<file path="config.mk">
export PLATFORM = sky130hd
export DESIGN_NAME = decode_stage
export DESIGN_NICKNAME = d
export VERILOG_FILES = /design/src/rtl/decode_stage_pkg.sv /design/src/rtl/decode_fields.sv /design/src/rtl/decode_stage.sv
export SDC_FILE = /design/constraint.sdc
export NUM_CORES = 1
export LEC_CHECK = 0
export CORE_MARGIN = 5
export CORE_UTILIZATION = 46
export DETAILED_ROUTE_END_ITERATION = 16
export PLACE_DENSITY = 0.81
export REMOVE_ABC_BUFFERS = 1
export SYNTH_ARGS = -nofsm -noshare
export SYNTH_HDL_FRONTEND = slang
export SYNTH_HIERARCHICAL = 1
export SYNTH_SLANG_ARGS = --single-unit
</file>
<file path="constraint.sdc">
create_clock -name clk -period 4.8 [get_ports clk]
set_input_delay 1.2 -clock clk [delete_from_list [all_inputs] [get_ports clk]]
set_output_delay 1.2 -clock clk [all_outputs]
set_load 0.05 [all_outputs]
</file>
<file path="src/rtl/decode_stage_pkg.sv">
// rtl/decode_stage_pkg.sv - opcode constants, width helpers and op-class flag decode shared by the decode stage
package decode_stage_pkg;

    localparam logic [5:0] OP_ALU  = 6'h11;
    localparam logic [5:0] OP_CMP  = 6'h12;
    localparam logic [5:0] OP_JMP  = 6'h04;
    localparam logic [5:0] OP_LD   = 6'h20;
    localparam logic [5:0] OP_STR  = 6'h22;
    localparam logic [5:0] OP_CALL = 6'h08;
    localparam logic [5:0] OP_RET  = 6'h0A;

    typedef struct packed {
        logic is_alu_op;
        logic is_cmp_op;
        logic is_jmp_op;
        logic is_ld_op;
        logic is_str_op;
        logic is_call_op;
        logic is_ret_op;
        logic is_src2_imm;
        logic illegal;
    } op_flags_t;

    function automatic int imm_width(input int instr_w, input int reg_aw);
        return instr_w - 6 - 2 * reg_aw;
    endfunction

    function automatic int md_width(input int instr_w, input int reg_aw);
        return instr_w - 6 - reg_aw;
    endfunction

    // Jumps ignore opcode bit 0 so that bit can select the immediate form.
    function automatic op_flags_t decode_flags(input logic [5:0] op);
        op_flags_t f;
        f.is_alu_op   = (op == OP_ALU);
        f.is_cmp_op   = (op == OP_CMP);
        f.is_jmp_op   = (op[5:1] == OP_JMP[5:1]);
        f.is_ld_op    = (op == OP_LD);
        f.is_str_op   = (op == OP_STR);
        f.is_call_op  = (op == OP_CALL);
        f.is_ret_op   = (op == OP_RET);
        f.is_src2_imm = op[0];
        f.illegal     = !(f.is_alu_op || f.is_cmp_op || f.is_jmp_op || f.is_ld_op ||
                          f.is_str_op || f.is_call_op || f.is_ret_op);
        return f;
    endfunction

endpackage

</file>
<file path="src/rtl/decode_fields.sv">
// rtl/decode_fields.sv - combinational field slicing and op-class flags for one instruction word
module decode_fields
    import decode_stage_pkg::*;
#(
    parameter int INSTR_W = 32,
    parameter int REG_AW  = 4
) (
    input  logic [INSTR_W-1:0]                          instr_i,
    output logic [5:0]                                  opcode_o,
    output logic [REG_AW-1:0]                           rd_o,
    output logic [REG_AW-1:0]                           rs_o,
    output logic [REG_AW-1:0]                           rt_o,
    output logic [imm_width(INSTR_W, REG_AW)-1:0]       imm_o,
    output logic [md_width(INSTR_W, REG_AW)-1:0]        md_o,
    output op_flags_t                                   flags_o
);
    localparam int IMM_W = imm_width(INSTR_W, REG_AW);
    localparam int MD_W  = md_width(INSTR_W, REG_AW);

    // Register fields sit back to back directly below the opcode.
    assign opcode_o = instr_i[INSTR_W-1 -: 6];
    assign rd_o     = instr_i[INSTR_W-7 -: REG_AW];
    assign rs_o     = instr_i[INSTR_W-7-REG_AW -: REG_AW];
    assign rt_o     = instr_i[INSTR_W-7-2*REG_AW -: REG_AW];
    assign imm_o    = instr_i[IMM_W-1:0];
    assign md_o     = instr_i[MD_W-1:0];
    assign flags_o  = decode_flags(instr_i[INSTR_W-1 -: 6]);

endmodule

</file>
<file path="src/rtl/decode_stage.sv">
// rtl/decode_stage.sv - registered decode stage with skid entry, flush and load-use bubble insertion
module decode_stage
    import decode_stage_pkg::*;
#(
    parameter int INSTR_W = 32,
    parameter int REG_AW  = 4,
    parameter int LD_LAT  = 1
) (
    input  logic                                   clk,
    input  logic                                   rst_n,
    input  logic                                   flush,
    input  logic                                   in_valid,
    output logic                                   in_ready,
    input  logic [INSTR_W-1:0]                     in_instr,
    output logic                                   out_valid,
    input  logic                                   out_ready,
    output logic [5:0]                             opcode,
    output logic [REG_AW-1:0]                      rd,
    output logic [REG_AW-1:0]                      rs,
    output logic [REG_AW-1:0]                      rt,
    output logic [REG_AW-1:0]                      cond,
    output logic [imm_width(INSTR_W, REG_AW)-1:0]  imm,
    output logic [md_width(INSTR_W, REG_AW)-1:0]   md,
    output logic                                   is_alu_op,
    output logic                                   is_cmp_op,
    output logic                                   is_jmp_op,
    output logic                                   is_ld_op,
    output logic                                   is_str_op,
    output logic                                   is_call_op,
    output logic                                   is_ret_op,
    output logic                                   is_src2_imm,
    output logic                                   illegal
);
    localparam int IMM_W = imm_width(INSTR_W, REG_AW);
    localparam int MD_W  = md_width(INSTR_W, REG_AW);
    localparam int CNT_W = (LD_LAT < 2) ? 1 : $clog2(LD_LAT + 1);

    generate
        if (IMM_W < 1 || MD_W < 1) begin : g_width_check
            $error("decode_stage: INSTR_W too small for REG_AW");
        end
    endgenerate

    typedef struct packed {
        logic [5:0]        opcode;
        logic [REG_AW-1:0] rd;
        logic [REG_AW-1:0] rs;
        logic [REG_AW-1:0] rt;
        logic [IMM_W-1:0]  imm;
        logic [MD_W-1:0]   md;
        op_flags_t         flags;
    } bundle_t;

    function automatic logic depends_on(input bundle_t b, input logic [REG_AW-1:0] r);
        return (b.rs == r) || (!b.flags.is_src2_imm && (b.rt == r));
    endfunction

    logic                 occ_q, occ_d;
    logic                 out_valid_q, out_valid_d;
    bundle_t              out_q, out_d;
    logic                 skid_valid_q, skid_valid_d;
    logic [INSTR_W-1:0]   skid_instr_q, skid_instr_d;
    logic [CNT_W-1:0]     cnt_q, cnt_d;
    logic [REG_AW-1:0]    lrd_q, lrd_d;

    logic [INSTR_W-1:0]   mux_instr;
    logic [5:0]           mux_opcode;
    logic [REG_AW-1:0]    mux_rd, mux_rs, mux_rt;
    logic [IMM_W-1:0]     mux_imm;
    logic [MD_W-1:0]      mux_md;
    op_flags_t            mux_flags;
    bundle_t              mux_b;
    logic                 in_xfer, out_xfer;

    // The skid entry is always older than anything on the input port.
    assign mux_instr = skid_valid_q ? skid_instr_q : in_instr;

    decode_fields #(
        .INSTR_W (INSTR_W),
        .REG_AW  (REG_AW)
    ) u_fields (
        .instr_i  (mux_instr),
        .opcode_o (mux_opcode),
        .rd_o     (mux_rd),
        .rs_o     (mux_rs),
        .rt_o     (mux_rt),
        .imm_o    (mux_imm),
        .md_o     (mux_md),
        .flags_o  (mux_flags)
    );

    assign in_ready = !skid_valid_q;
    assign in_xfer  = in_valid && !skid_valid_q;
    assign out_xfer = out_valid_q && out_ready;

    always_comb begin
        mux_b = '{opcode: mux_opcode, rd: mux_rd, rs: mux_rs, rt: mux_rt,
                  imm: mux_imm, md: mux_md, flags: mux_flags};
    end

    always_comb begin
        occ_d        = occ_q;
        out_d        = out_q;
        skid_valid_d = skid_valid_q;
        skid_instr_d = skid_instr_q;
        cnt_d        = cnt_q;
        lrd_d        = lrd_q;

        if (!occ_q || out_xfer) begin
            occ_d        = skid_valid_q || in_xfer;
            skid_valid_d = 1'b0;
            if (skid_valid_q || in_xfer) begin
                out_d = mux_b;
            end
        end else if (in_xfer) begin
            skid_valid_d = 1'b1;
            skid_instr_d = in_instr;
        end

        // The counter runs down whether or not the head depends on the load.
        if (LD_LAT > 0 && out_xfer && out_q.flags.is_ld_op) begin
            cnt_d = CNT_W'(LD_LAT);
            lrd_d = out_q.rd;
        end else if (cnt_q != '0) begin
            cnt_d = cnt_q - CNT_W'(1);
        end

        out_valid_d = occ_d && !((cnt_d != '0) && depends_on(out_d, lrd_d));

        if (flush) begin
            occ_d        = 1'b0;
            out_valid_d  = 1'b0;
            skid_valid_d = 1'b0;
            cnt_d        = '0;
        end
    end

    always_ff @(posedge clk or negedge rst_n) begin
        if (!rst_n) begin
            occ_q        <= 1'b0;
            out_valid_q  <= 1'b0;
            out_q        <= '0;
            skid_valid_q <= 1'b0;
            skid_instr_q <= '0;
            cnt_q        <= '0;
            lrd_q        <= '0;
        end else begin
            occ_q        <= occ_d;
            out_valid_q  <= out_valid_d;
            out_q        <= out_d;
            skid_valid_q <= skid_valid_d;
            skid_instr_q <= skid_instr_d;
            cnt_q        <= cnt_d;
            lrd_q        <= lrd_d;
        end
    end

    assign out_valid   = out_valid_q;
    assign opcode      = out_q.opcode;
    assign rd          = out_q.rd;
    assign rs          = out_q.rs;
    assign rt          = out_q.rt;
    assign cond        = out_q.rd;
    assign imm         = out_q.imm;
    assign md          = out_q.md;
    assign is_alu_op   = out_q.flags.is_alu_op;
    assign is_cmp_op   = out_q.flags.is_cmp_op;
    assign is_jmp_op   = out_q.flags.is_jmp_op;
    assign is_ld_op    = out_q.flags.is_ld_op;
    assign is_str_op   = out_q.flags.is_str_op;
    assign is_call_op  = out_q.flags.is_call_op;
    assign is_ret_op   = out_q.flags.is_ret_op;
    assign is_src2_imm = out_q.flags.is_src2_imm;
    assign illegal     = out_q.flags.illegal;

endmodule

</file>
**Yosys cells after proc, flatten, opt, wreduce, memory -nomap -nowiden**

Index checks and enable logic that the tools add are counted.

- Register bits after elaboration: 107
- Logic and storage cells: 68
- Input bits: 37
- Output and inout port bits: 73

- $add $sub $neg: 1
- Muxes and demuxes: 13
- Eq/ne operators: 9
- Bitwise gates (word level): 1
- Reductions and logical operators: 23

Operator list:

| operator | number |
|---|---|
| $mux W57 | 2 |
| $mux W32 | 1 |
| $eq A6 B4 Y1 const B | 2 |
| $eq A6 B5 Y1 const B | 2 |
| $eq A6 B6 Y1 const B | 2 |
| $logic_or A1 B1 Y1 | 9 |
| $mux W1 | 9 |
| $eq A4 B4 Y1 | 2 |
| $logic_and A1 B1 Y1 | 6 |
| $eq A5 B2 Y1 const B | 1 |
| $logic_not A1 Y1 | 5 |
| $mux W4 | 1 |
| $reduce_and A2 Y1 | 2 |
| $reduce_bool A3 Y1 | 1 |
| $not A1 Y1 | 1 |
| $sub A1 B1 Y1 const B | 1 |

**Longest topological paths before layout**

- Word-level depth: 18
- Mapped depth: 8
- Mapped depth without buffers: 6

**Modules after synthesis**

The synthesis kept the hierarchy.

By module, submodules not included:

| module | seq. area each (sq um) | area each (sq um) | times used | cells an instance |
|---|---|---|---|---|
| decode_stage | 2,627.5 | 4,425.5 | 1 | 286 |
| decode_fields | 0.0 | 583.1 | 1 | 80 |

**Worst setup path after synthesis**

OpenSTA, ideal clock, no wires.

- Path type: in2reg
- Start point: input port out_ready
- End point: register out_valid_q (netlist: out_valid)
- Slack: 2.037 ns
- Buffers on the path: 0
- Arrival time: 2.643 ns
- Setup time: 0.120 ns
- Stages: 6
- Required time: 4.680 ns
- Path through: a21boi_2 -> nor2_2 -> mux2_2 -> xor2_1 -> or4b_1 -> o211a_1

RTL lines:

| element | RTL line | source |
|---|---|---|
| start: declaration | decode_stage.sv:16 | `input logic out_ready,` |
| end signal: assignment | decode_stage.sv:149 | `out_valid_q <= out_valid_d;` |
| end: declaration | decode_stage.sv:59 | `logic out_valid_q, out_valid_d;` |

==> results.cfg <==
[route]
vias = 2784
route.met3.wl_um = 543
wl_met2_um = 4620
drt-initial-drc-count = 90
routed.top_layer = met4
routed_wl_um = 9470
drt_first_pass_iters = 4
drc = 0
wl_met1_um = 4180
via_per_inst = 5.00
routedWlPerCell_um = 17.0
antenna_left = 0

[synthesis]
netlist_area_sq_mm = 0.00501
seq_area_frac_synth_pct = 52.5
syn-instance-count = 366
synth_cell_type_count = 31
ys_ff_latch = 105
ys_warn_count = 6
avgSynthCellArea_sq_um = 13.7

[timing]
worst_slew_pin_slew_ns = 0.911
fin_ws_ns = 1.59
holdWs_ns = 0.506
clock_skew_ns = 0.00542
drv_slew = 0
report.final.hold_viol_count = 0
setup_tns_ns = 0
maxSlewHeadroom_pct = 39.2
fmax_mhz = 312
setup_viol = 0
fin_crit_sh_pct = 66.8
rsz0062_at_grt = no
period_needed_ns = 3.21

[setup_path]
worst_setup_path_end_kind = flip-flop
critPathArrivalTime_ns = 3.50
cp_cell_sequence = clkdlybuf4s50_1, a21boi_2, nor2_4, buf_4, mux2_2, o21ba_2, nand4_1, o211a_1
worstPathMaxFanout = 39
timing.rr.start = skid_valid_q
worstSetupPathType = input port to flip-flop
required_ns = 5.09
worstSetupStartpoint = out_ready
slowest_stage = clkdlybuf4s50_1
start_kind = input port
slowest_delay_ns = 0.54

[global_route]
overflow = 0
grt_first_pass_wirelength_um = 15600
grt_max_degree = 61
grt_use_total_pct = 15.1
grt_pass1_vias = 2997
antenna_found_initial = 0

[final_layout]
instances_no_fill = 557
areaGrowthSynthToFinish_pct = 19.0
final_cell_mix = mux2_2, clkdlybuf4s50_1, dfrtp_1
num-nets-final = 451
antennaDiodeCount = 0
drive_gt1_share_pct = 38.1
final_common_cell = mux2_2
final_area_sq_mm = 0.00596

[power]
seqPwrFrac_pct = 43.8
swShare_pct = 35.7
p_leak_nw = 2.46
p_comb_share_pct = 36.4
vdd_drop_max_uv = 216
switching_power_mw = 0.939
p_per_area_mw_per_mm2 = 441
internal_power_mw = 1.69
clkPwrFrac_pct = 19.8

[clock_tree]
cts_resized = 0
cts_buffers = 9
cts_tree = built
clock_latency_ns = 0.35
clkTransAtPathRegs_ns = 0.09
cts_sinks = 105
postCtsSetupRepairBufs = 0
cts_max_path_buffers = 2
clockRootBuffer = clkbuf_8
cts-hold-fix-buffers = 0
cts_max_level = 3

[placement]
placed_area_sq_mm = 0.00578
placed_cells = 543
portBuffers = 109
dp_hpwl_um = 6860
gp_congestion = 0.809
dp_slack_ns = 1.20

[floorplan]
rows = 38
fp.dieH_um = 114
die_x_um = 114
start_util_pct = 46.6
io_pins = 110
core_area_sq_mm = 0.0107
die-area_sq_mm = 0.0131

[worst_hold_path]
hold_class = flip-flop to flip-flop
hold_start = skid_instr_q[14]

[run_status]
status = completed

[run]
cap_violations = 0
==> cell type report <==
type / instances / area, sq um
clock buffer: 10 / 138
fill: 918 / 4780
clock inverter: 4 / 45.0
tap: 140 / 175
sequential: 105 / 2630
timing repair buffer: 114 / 1130
multi-input combinational: 181 / 1840
inverter: 3 / 11.3
==> kinds of logic (layout without fill, tap and decap cells) <==
family	count (synthesis)	in the layout	synth area share, %
AND/OR/NAND/NOR	31	31	4.05
buffers and inverters	80	131	11.0
XOR/XNOR	6	6	1.05
flip-flops	105	105	52.5
AO/OA/AOI/OAI	11	11	1.52
multiplexers	133	133	29.9
==> Yosys cell counts <==
master,instances,area (sq um)
or3b_2,1,8.76
mux2i_1,1,10.0
nor2_2,1,6.26
o21ba_2,1,10.0
a211oi_1,1,7.51
nor3b_1,1,7.51
o211a_1,1,10.0
a21oi_1,5,25.0
clkbuf_1,4,15.0
inv_1,3,11.3
nand3_1,2,10.0
nor2_4,1,11.3
buf_4,63,473
xnor2_1,3,26.3
nand4_1,3,18.8
or2b_1,1,7.51
a21boi_0,1,7.51
or4bb_1,2,22.5
mux2_2,132,1490
nand2b_1,1,6.26
or4b_1,5,50.1
nand2_1,4,15.0
a21boi_2,1,11.3
o21ai_0,1,5.00
buf_6,1,11.3
nor3_1,4,20.0
buf_1,2,7.51
buf_2,7,35.0
dfrtp_1,105,2630
nor2_1,5,18.8
xor2_1,3,26.3
==> worst max-delay path, delay by kind of cell <==
kind | cells | cell delay [ns]
buf+inv | 2 | 1.02
compound gates | 3 | 0.45
simple gates | 2 | 0.41
mux | 1 | 0.40
==> routing by layer <==
layer  up-vias  GRT usage, %
li1       1307             -
met1      1405          19.7
met2        63          24.6
met3         9          3.96
met4         0          5.23
met5         -             0
==> power groups by stage <==
| stage | clock, mW | sequential, mW | combinational [mW] |
|---|---|---|---|
| 2_1_floorplan | 0 | 1.53 | 0.255 |
| 4_1_cts | 0.546 | 1.15 | 0.968 |
| 3_5_place_dp | 0 | 1.17 | 0.966 |
| 3_3_place_gp | 0 | 1.16 | 0.951 |
| 5_1_grt | 0.580 | 1.17 | 1.01 |
| 6_report | 0.520 | 1.15 | 0.956 |
==> through the flow <==
stage / power [mW] / util, %
4_1_cts: 2.67 / 55.5
5_1_grt: 2.76 / 55.5
3_5_place_dp: 2.14 / 53.8
3_3_place_gp: 2.11 / 53.8
6_report: 2.63 / 55.5
2_1_floorplan: 1.78 / -
==> state kept, by name, summed over array words and instances, names as in the netlist, 3 cells and up <==
register      cells
cond              4
rs                4
md               22
imm              18
opcode            6
lrd_q             3
rt                4
skid_instr_q     32
==> path summary, 6_finish.rpt <==
path | endpoint | slack [ns] | cells past startpoint
max | out_valid | 1.59 | 8
max reg2reg | out_valid | 2.24 | 8
min | skid_instr_q[14] | 0.51 | 1
max in group asynchronous | skid_instr_q[11] | 3.03 | 2
min in group asynchronous | imm[0] | 0.91 | 1
min reg2reg | skid_instr_q[14] | 0.51 | 1
Note: power is estimated with default switching activity, not from simulation.
